`config.mk`:
```
export PLATFORM = sky130hd
export DESIGN_NAME = mem_io_bridge_flat
export DESIGN_NICKNAME = d
export VERILOG_FILES = /design/src/rtl/mem_io_bridge_pkg.sv /design/src/rtl/mem_io_bridge_if.sv /design/src/rtl/mem_io_bridge_sync_fifo.sv /design/src/rtl/mem_io_bridge.sv /design/src/flat_wrapper.sv
export SDC_FILE = /design/constraint.sdc
export NUM_CORES = 1
export LEC_CHECK = 0
export ABC_CLOCK_PERIOD_IN_PS = 3100
export CELL_PAD_IN_SITES_DETAIL_PLACEMENT = 0
export CELL_PAD_IN_SITES_GLOBAL_PLACEMENT = 1
export CORE_MARGIN = 2
export CORE_UTILIZATION = 46
export DETAILED_ROUTE_END_ITERATION = 12
export PLACE_DENSITY = 0.78
export SETUP_SLACK_MARGIN = 0.05
export SLEW_MARGIN = 30
export SYNTH_ARGS = -nofsm -noshare
export SYNTH_HDL_FRONTEND = slang
export SYNTH_SLANG_ARGS = --single-unit
```
`constraint.sdc`:
```
create_clock -name clk_in -period 3.1 [get_ports clk_in]
set_input_delay 0.62 -clock clk_in [delete_from_list [all_inputs] [get_ports clk_in]]
set_output_delay 0.62 -clock clk_in [all_outputs]
set_load 0.02 [all_outputs]
```
`src/rtl/mem_io_bridge_pkg.sv`:
```
// Shared definitions for the CPU memory/IO bridge.
// Covers the IO address map, read-return source tags and stop-sequence states.
package mem_io_bridge_pkg;

  localparam logic [31:0] IO_BASE = 32'h0003_0000;
  localparam logic [1:0]  IO_UART = 2'b00;  // word offset of 0x30000
  localparam logic [1:0]  IO_CLK  = 2'b01;  // word offset of 0x30004

  typedef enum logic [1:0] {
    RD_RAM = 2'd0,
    RD_RX  = 2'd1,
    RD_CLK = 2'd2
  } rd_src_e;

  typedef enum logic [1:0] {
    ST_RUN   = 2'd0,
    ST_DRAIN = 2'd1,
    ST_DONE  = 2'd2
  } stop_state_e;

  function automatic logic [7:0] word_byte(input logic [31:0] w, input logic [1:0] idx);
    logic [7:0] b;
    case (idx)
      2'd0:    b = w[7:0];
      2'd1:    b = w[15:8];
      2'd2:    b = w[23:16];
      default: b = w[31:24];
    endcase
    return b;
  endfunction

endpackage

```
`src/rtl/mem_io_bridge_if.sv`:
```
// Byte-wide CPU memory bus between the cpu top (master) and the bridge (slave).
interface mem_io_bridge_if;
  logic [31:0] mem_a;
  logic [7:0]  mem_dout;
  logic        mem_wr;
  logic [7:0]  mem_din;
  logic        io_buffer_full;

  modport master (output mem_a, mem_dout, mem_wr, input mem_din, io_buffer_full);
  modport slave  (input mem_a, mem_dout, mem_wr, output mem_din, io_buffer_full);
endinterface

```
`src/rtl/mem_io_bridge_sync_fifo.sv`:
```
// First-word-fall-through synchronous FIFO with occupancy outputs.
// A pop frees a slot for a push in the same cycle; a push into an empty FIFO is visible next cycle.
module sync_fifo #(
  parameter int WIDTH = 8,
  parameter int DEPTH = 16
) (
  input  logic                     clk,
  input  logic                     rst_n,
  input  logic                     push,
  input  logic [WIDTH-1:0]         wdata,
  input  logic                     pop,
  output logic [WIDTH-1:0]         rdata,
  output logic                     empty,
  output logic                     full,
  output logic [$clog2(DEPTH):0]   count,
  output logic [$clog2(DEPTH):0]   count_next
);
  localparam int AW = $clog2(DEPTH);

  logic [WIDTH-1:0] mem [DEPTH];
  logic [AW-1:0]    wr_ptr_reg;
  logic [AW-1:0]    rd_ptr_reg;
  logic [AW:0]      count_reg;
  logic             do_push;
  logic             do_pop;

  assign empty   = (count_reg == '0);
  assign full    = (count_reg == (AW+1)'(DEPTH));
  assign do_pop  = pop & ~empty;
  assign do_push = push & (~full | do_pop);

  always_comb begin
    count_next = count_reg;
    if (do_push && !do_pop) begin
      count_next = count_reg + 1'b1;
    end else if (do_pop && !do_push) begin
      count_next = count_reg - 1'b1;
    end
  end

  always_ff @(posedge clk or negedge rst_n) begin
    if (!rst_n) begin
      wr_ptr_reg <= '0;
      rd_ptr_reg <= '0;
      count_reg  <= '0;
    end else begin
      if (do_push) wr_ptr_reg <= wr_ptr_reg + 1'b1;
      if (do_pop)  rd_ptr_reg <= rd_ptr_reg + 1'b1;
      count_reg <= count_next;
    end
  end

  // Storage carries no reset so it can map onto distributed RAM.
  always_ff @(posedge clk) begin
    if (do_push) mem[wr_ptr_reg] <= wdata;
  end

  assign rdata = mem[rd_ptr_reg];
  assign count = count_reg;

endmodule

```
`src/rtl/mem_io_bridge.sv`:
```
// Routes CPU byte accesses to RAM or the UART/cycle-counter IO page, buffers TX bytes,
// returns read data one cycle after the request and runs the program-stop sequence.
module mem_io_bridge
  import mem_io_bridge_pkg::*;
#(
  parameter int TX_DEPTH    = 16,
  parameter int FULL_MARGIN = 2,
  parameter int RAM_AW      = 17
) (
  input  logic              clk_in,
  input  logic              rst_in,
  input  logic              rdy_in,
  mem_io_bridge_if.slave    bus,
  output logic              ram_we,
  output logic [RAM_AW-1:0] ram_addr,
  output logic [7:0]        ram_wdata,
  input  logic [7:0]        ram_rdata,
  output logic [7:0]        tx_data,
  output logic              tx_valid,
  input  logic              tx_ready,
  input  logic [7:0]        rx_data,
  input  logic              rx_valid,
  output logic              rx_pop,
  output logic              program_finish,
  output logic              tx_overflow
);
  localparam int CW = $clog2(TX_DEPTH) + 1;

  logic io_sel, is_uart, is_clk, is_clk0;
  logic rd_access, wr_access, uart_wr, stop_wr;
  logic unused_hi;

  assign io_sel    = (bus.mem_a[17:16] == IO_BASE[17:16]);
  assign is_uart   = io_sel & (bus.mem_a[3:2] == IO_UART) & (bus.mem_a[1:0] == 2'b00);
  assign is_clk    = io_sel & (bus.mem_a[3:2] == IO_CLK);
  assign is_clk0   = is_clk & (bus.mem_a[1:0] == 2'b00);
  assign rd_access = rdy_in & ~bus.mem_wr;
  assign wr_access = rdy_in & bus.mem_wr;
  assign unused_hi = ^bus.mem_a[31:18];

  assign ram_addr  = bus.mem_a[RAM_AW-1:0];
  assign ram_wdata = bus.mem_dout;
  assign ram_we    = wr_access & ~io_sel;
  assign rx_pop    = rd_access & is_uart & rx_valid;

  // ---------------- TX FIFO ----------------
  logic          fifo_push, fifo_pop, fifo_empty, fifo_full, fifo_has_slot;
  logic [7:0]    fifo_wdata;
  logic [CW-1:0] fifo_count, fifo_count_next;

  sync_fifo #(.WIDTH(8), .DEPTH(TX_DEPTH)) u_tx_fifo (
    .clk        (clk_in),
    .rst_n      (rst_in),
    .push       (fifo_push),
    .wdata      (fifo_wdata),
    .pop        (fifo_pop),
    .rdata      (tx_data),
    .empty      (fifo_empty),
    .full       (fifo_full),
    .count      (fifo_count),
    .count_next (fifo_count_next)
  );

  assign tx_valid      = ~fifo_empty;
  assign fifo_pop      = tx_valid & tx_ready;
  assign fifo_has_slot = ~fifo_full | fifo_pop;

  // ---------------- stop FSM + push arbitration ----------------
  stop_state_e state_reg, state_next;
  logic        stop_pend_reg, stop_pend_next;
  logic        overflow_set;
  logic        tx_overflow_reg;

  assign uart_wr = wr_access & is_uart & (bus.mem_dout != 8'h00) & (state_reg != ST_DONE);
  assign stop_wr = wr_access & is_clk0;

  always_comb begin
    state_next     = state_reg;
    stop_pend_next = stop_pend_reg;
    fifo_push      = 1'b0;
    fifo_wdata     = bus.mem_dout;
    overflow_set   = 1'b0;
    case (state_reg)
      ST_RUN: begin
        // The stop marker waits here for a free slot rather than being dropped.
        if (stop_pend_reg || stop_wr) begin
          if (fifo_has_slot) begin
            fifo_push      = 1'b1;
            fifo_wdata     = 8'h00;
            stop_pend_next = 1'b0;
            state_next     = ST_DRAIN;
          end else begin
            stop_pend_next = 1'b1;
          end
        end
      end
      ST_DRAIN: begin
        if (fifo_count == '0) state_next = ST_DONE;
      end
      default: ;
    endcase
    if (uart_wr) begin
      if (fifo_has_slot && !fifo_push) begin
        fifo_push  = 1'b1;
        fifo_wdata = bus.mem_dout;
      end else begin
        overflow_set = 1'b1;
      end
    end
  end

  always_ff @(posedge clk_in or negedge rst_in) begin
    if (!rst_in) begin
      state_reg       <= ST_RUN;
      stop_pend_reg   <= 1'b0;
      tx_overflow_reg <= 1'b0;
    end else begin
      state_reg     <= state_next;
      stop_pend_reg <= stop_pend_next;
      if (overflow_set) tx_overflow_reg <= 1'b1;
    end
  end

  assign program_finish = (state_reg == ST_DONE);
  assign tx_overflow    = tx_overflow_reg;

  // ---------------- read return, counter, full flag ----------------
  rd_src_e     rd_src_reg;
  logic        rd_valid_reg;
  logic [1:0]  rd_idx_reg;
  logic [7:0]  rx_byte_reg, din_hold_reg, din_mux;
  logic [31:0] cyc_cnt_reg, snap_reg;
  logic        io_full_reg, io_full_next;

  assign io_full_next = (TX_DEPTH - int'(fifo_count_next)) <= FULL_MARGIN;

  always_comb begin
    din_mux = ram_rdata;
    case (rd_src_reg)
      RD_RX:   din_mux = rx_byte_reg;
      RD_CLK:  din_mux = word_byte(snap_reg, rd_idx_reg);
      default: din_mux = ram_rdata;
    endcase
  end

  always_ff @(posedge clk_in or negedge rst_in) begin
    if (!rst_in) begin
      rd_valid_reg <= 1'b0;
      rd_src_reg   <= RD_RAM;
      rd_idx_reg   <= 2'd0;
      rx_byte_reg  <= 8'h00;
      din_hold_reg <= 8'h00;
      cyc_cnt_reg  <= 32'd0;
      snap_reg     <= 32'd0;
      io_full_reg  <= 1'b0;
    end else begin
      rd_valid_reg <= rd_access;
      if (rd_access) begin
        rd_idx_reg <= bus.mem_a[1:0];
        if (!io_sel) begin
          rd_src_reg <= RD_RAM;
        end else if (is_clk) begin
          rd_src_reg <= RD_CLK;
        end else begin
          // Unmapped IO offsets and an empty RX both read back as zero.
          rd_src_reg  <= RD_RX;
          rx_byte_reg <= (is_uart && rx_valid) ? rx_data : 8'h00;
        end
      end
      if (rd_access && is_clk0) snap_reg <= cyc_cnt_reg;
      if (rd_valid_reg) din_hold_reg <= din_mux;
      if (rdy_in) cyc_cnt_reg <= cyc_cnt_reg + 32'd1;
      io_full_reg <= io_full_next;
    end
  end

  assign bus.mem_din        = rd_valid_reg ? din_mux : din_hold_reg;
  assign bus.io_buffer_full = io_full_reg;

endmodule

```
`src/flat_wrapper.sv`:
```
// flat-port wrapper written by rule: the top's interface ports become plain ports
module mem_io_bridge_flat import mem_io_bridge_pkg::*;
#(
  parameter int TX_DEPTH    = 16,
  parameter int FULL_MARGIN = 2,
  parameter int RAM_AW      = 17
)
  (clk_in, rst_in, rdy_in, ram_we, ram_addr, ram_wdata, ram_rdata, tx_data, tx_valid, tx_ready, rx_data, rx_valid, rx_pop, program_finish, tx_overflow, bus_mem_a, bus_mem_dout, bus_mem_wr, bus_mem_din, bus_io_buffer_full);
  mem_io_bridge_if bus_i ();
  input  logic clk_in;
  input  logic rst_in;
  input  logic rdy_in;
  output logic ram_we;
  output logic [RAM_AW-1:0] ram_addr;
  output logic [7:0] ram_wdata;
  input  logic [7:0] ram_rdata;
  output logic [7:0] tx_data;
  output logic tx_valid;
  input  logic tx_ready;
  input  logic [7:0] rx_data;
  input  logic rx_valid;
  output logic rx_pop;
  output logic program_finish;
  output logic tx_overflow;
  input wire logic [$bits(bus_i.mem_a)-1:0] bus_mem_a;
  input wire logic [$bits(bus_i.mem_dout)-1:0] bus_mem_dout;
  input wire logic [$bits(bus_i.mem_wr)-1:0] bus_mem_wr;
  output wire logic [$bits(bus_i.mem_din)-1:0] bus_mem_din;
  output wire logic [$bits(bus_i.io_buffer_full)-1:0] bus_io_buffer_full;
  assign bus_i.mem_a = bus_mem_a;
  assign bus_i.mem_dout = bus_mem_dout;
  assign bus_i.mem_wr = bus_mem_wr;
  assign bus_mem_din = bus_i.mem_din;
  assign bus_io_buffer_full = bus_i.io_buffer_full;
  mem_io_bridge #(.TX_DEPTH(TX_DEPTH), .FULL_MARGIN(FULL_MARGIN), .RAM_AW(RAM_AW)) u_core (.clk_in(clk_in), .rst_in(rst_in), .rdy_in(rdy_in), .bus(bus_i), .ram_we(ram_we), .ram_addr(ram_addr), .ram_wdata(ram_wdata), .ram_rdata(ram_rdata), .tx_data(tx_data), .tx_valid(tx_valid), .tx_ready(tx_ready), .rx_data(rx_data), .rx_valid(rx_valid), .rx_pop(rx_pop), .program_finish(program_finish), .tx_overflow(tx_overflow));
endmodule
```
==> flow_summary.yaml <==
global_routing:
  grt.overflow.total: 0
  use_met3_pct: 2.62
  gr-usage-met2_pct: 29.1
  antenna_found_initial: 0
  grt-busiest-layer: "met2"
  grt_use_total_pct: 18.7
  grt_pass1_wl_mm: 32.4
  gr-usage-met1_pct: 28.3
  grt_max_degree: 46
  grt_pass1_vias: 5802
timing:
  slew_violations: 0
  hold_violations: 0
  worstMarginPinSlew_ns: 0.681
  rsz0062_at_grt: "yes"
  relSlewSlack_pct: 54.4
  setup-violations-final: 0
  min_period_ns: 3.05
  fin_crit_sh_pct: 98.2
  clock_skew_ns: 0.00836
  fmax_ghz: 0.328
floorplan:
  core_area_um2: 21100
  placementRows: 53
  io_pins: 109
  die_area_um2: 22700
  die_y_um: 151
  initial_core_util_pct: 47.0
  die_x_um: 151
synth:
  synth_top_area_share_pct: 38.8
  ys_seq_elements: 231
  ys_seq_area_share_pct: 64.8
  syn_nets: 708
  synthAdderAreaFrac_pct: 1.39
  synth_flop_cell: "edfxtp_1"
  synth.avg_cell_area_um2: 15.6
  synth_cells: 635
  synth-simple-area-share_pct: 8.00
  ys_types: 49
  ys_async_sr_fraction_pct: 44.6
  synth_most_common_cell: "edfxtp_1"
  yosys-top-cells-area: "edfxtp_1 39%, dfrtp_1 26%, mux4_2 11%, mux2_2 4.5%, xnor2_1 2.5%"
  synth_compound_area_share_pct: 3.24
  synth_commonest_cells: "128 x edfxtp_1, 103 x dfrtp_1, 65 x nand2_1"
  yosysTopAreaCell: "edfxtp_1"
  synthXorXnorAreaFrac_pct: 3.70
  synthMuxAreaShare_pct: 15.4
  syn_area_um2: 9920
  synth_edf_count: 128
  synth_top_family_by_area: "multiplexers"
  ys_warn_count: 0
pwr:
  power_density_nw_per_um2: 716
  ir_drop_mv: 0.426
  p_leak_nw: 4.72
critical_path:
  cp.arrival_ns: 2.43
  worstReg2RegStart: "u_core.cyc_cnt_reg[0]"
  start_kind: "flip-flop"
  crit_family: "multiplexers"
  rr_worst_depth: 7
  crit_type: "flip-flop to output pin"
  slowest_stage: "mux4_2"
  path_cells: "buf_6 -> buf_16 -> mux4_2 -> mux4_2 -> buf_6"
  worstPathMaxFanout: 8
  rrSetupSlack_ns: 0.73
  r2r-end: "u_core.cyc_cnt_reg[30]"
  cp.required_ns: 2.48
  path_buf_inv: 3
  worstSetupEndpointType: "output pin"
  max_stage_delay_ns: 0.51
clock_tree:
  cts_buffers: 24
  root_buffer: "clkbuf_16"
  cts_tree: "yes"
  cts.sinks: 231
  cts_hold_buf: 0
  clock_latency_ns: 0.51
  h-tree-depth: 1
  path_clk_slew_ns: 0.06
  clock_path_buffers: 3
placed_design:
  gp_congestion: 0.851
  place_hpwl_mm: 14.4
  placed_cells_incl_taps: 981
  post_dp_cell_area_um2: 11100
  port-buffer-count: 70
run:
  maxCapViolations: 0
layout:
  drive_gt1_share_pct: 29.8
  utilization_pct: 56.8
  diodes: 0
  largest_register_ffs: 128
  area_growth_syn_to_layout_pct: 20.8
  final_cells: 1030
  design_area_um2: 12000
  nets: 811
route:
  dr_total_vias: 5533
  drtPass1Iterations: 4
  ant_nets: 0
  via_per_inst: 5.37
  wl_per_cell_um: 19.9
  wl_mm: 20.5
  drcViolationCount: 0
  drt_iter0_markers: 337
min_path:
  hold_class: "input pin to asynchronous set/reset pin"
run_status:
  outcome: "complete, no violations"
==> worst max path at each step <==
stage	from	end	slack, ns	cells past startpoint
2_1_floorplan	bus_mem_a[3]	u_core.u_tx_fifo.mem[3][0]	0.24	7
3_3_place_gp	bus_mem_a[1]	rx_pop	-0.10	7
3_5_place_dp	bus_mem_a[1]	rx_pop	-0.15	7
4_1_cts	u_core.rd_idx_reg[0]	bus_mem_din[6]	0.05	6
5_1_grt	u_core.u_tx_fifo.rd_ptr_reg[0]	tx_data[2]	-0.004	5
6_report	u_core.u_tx_fifo.rd_ptr_reg[0]	tx_data[7]	0.05	5
==> worst register-to-register path, cell delays in order, from the launching register on <==
cell	delay, ns
dfrtp_1	0.44
ha_1	0.23
nand3_1	0.12
or4_4	0.58
nor3_2	0.27
and4_1	0.33
nand4_1	0.14
xnor2_1	0.14
==> layer usage <==
metal / up-vias / share of wire [%]
met3: 23 / 4.8
met5: - / 0
met4: 0 / 1.3
met2: 136 / 47
met1: 2831 / 47
li1: 2543 / -
==> layout by cell type, fill, tap and decap left out, types with 3 or more instances in the layout <==
cell               n
buf_2              9
nand3_1            8
dfrtp_1          102
and3_1             7
ha_1              11
inv_1             13
nor2_1            27
a22oi_1            3
buf_4             47
mux4_2            48
mux2_2            40
nand4_1            9
clkbuf_1           8
buf_6              6
buf_12             6
clkbuf_16         25
a22oi_2            5
edfxtp_1         128
clkdlybuf4s50_1   52
xor2_1            12
nor3_1             6
nand2b_1           4
nor4_1             3
clkinv_2           4
o21ai_0           23
xnor2_1           28
a21oi_1            4
nand2_1           65
nor2b_2            8
==> report_power, final <==
group | switching, mW | leakage, nW | total [mW] | internal [mW]
Combinational | 0.967 | 1.82 | 2.12 | 1.15
Clock | 1.12 | 0.384 | 2.81 | 1.70
Sequential | 0.241 | 2.51 | 3.65 | 3.41
Total | 2.33 | 4.72 | 8.58 | 6.25
==> cell families after synthesis <==
family	count (synthesis)
AOI/OAI and AO/OA	46
muxes	88
and+or+nand+nor	156
DFF	231
adders and majority gates	11
buffers and inverters	62
xor gates and xnor gates	41
==> area by class of cell <==
| type | count | area (um^2) |
|---|---|---|
| Clock inverter | 8 | 97.6 |
| Inverter | 13 | 48.8 |
| Multi-Input combinational cell | 342 | 3200 |
| Clock buffer | 35 | 683 |
| Sequential cell | 231 | 6420 |
| Tap cell | 275 | 344 |
| Fill cell | 1619 | 9110 |
| Timing Repair Buffer | 126 | 1180 |
==> per-stage QoR <==
stage / setup slack (ns) / hold slack (ns) / setup TNS (ns) / power, mW
final: 0.0547 / 0.0685 / 0 / 8.58
after global routing: -0.00448 / 0.0936 / -0.00448 / 8.94
after CTS: 0.0501 / 0.0683 / 0 / 8.64
after detailed placement: -0.152 / 0.458 / -5.60 / 5.73
after global placement: -0.103 / 0.458 / -0.181 / 5.68
after floorplan: 0.241 / 0.324 / 0 / 5.00
==> what timing repair did <==
item	4_1_cts	5_1_grt
gates cloned	1	0
endpoints found under the setup margin	17	15
gates resized for setup	74	14
setup buffers	4	1
endpoints found under the hold margin	0	0
(Power assumes the default switching activity.)
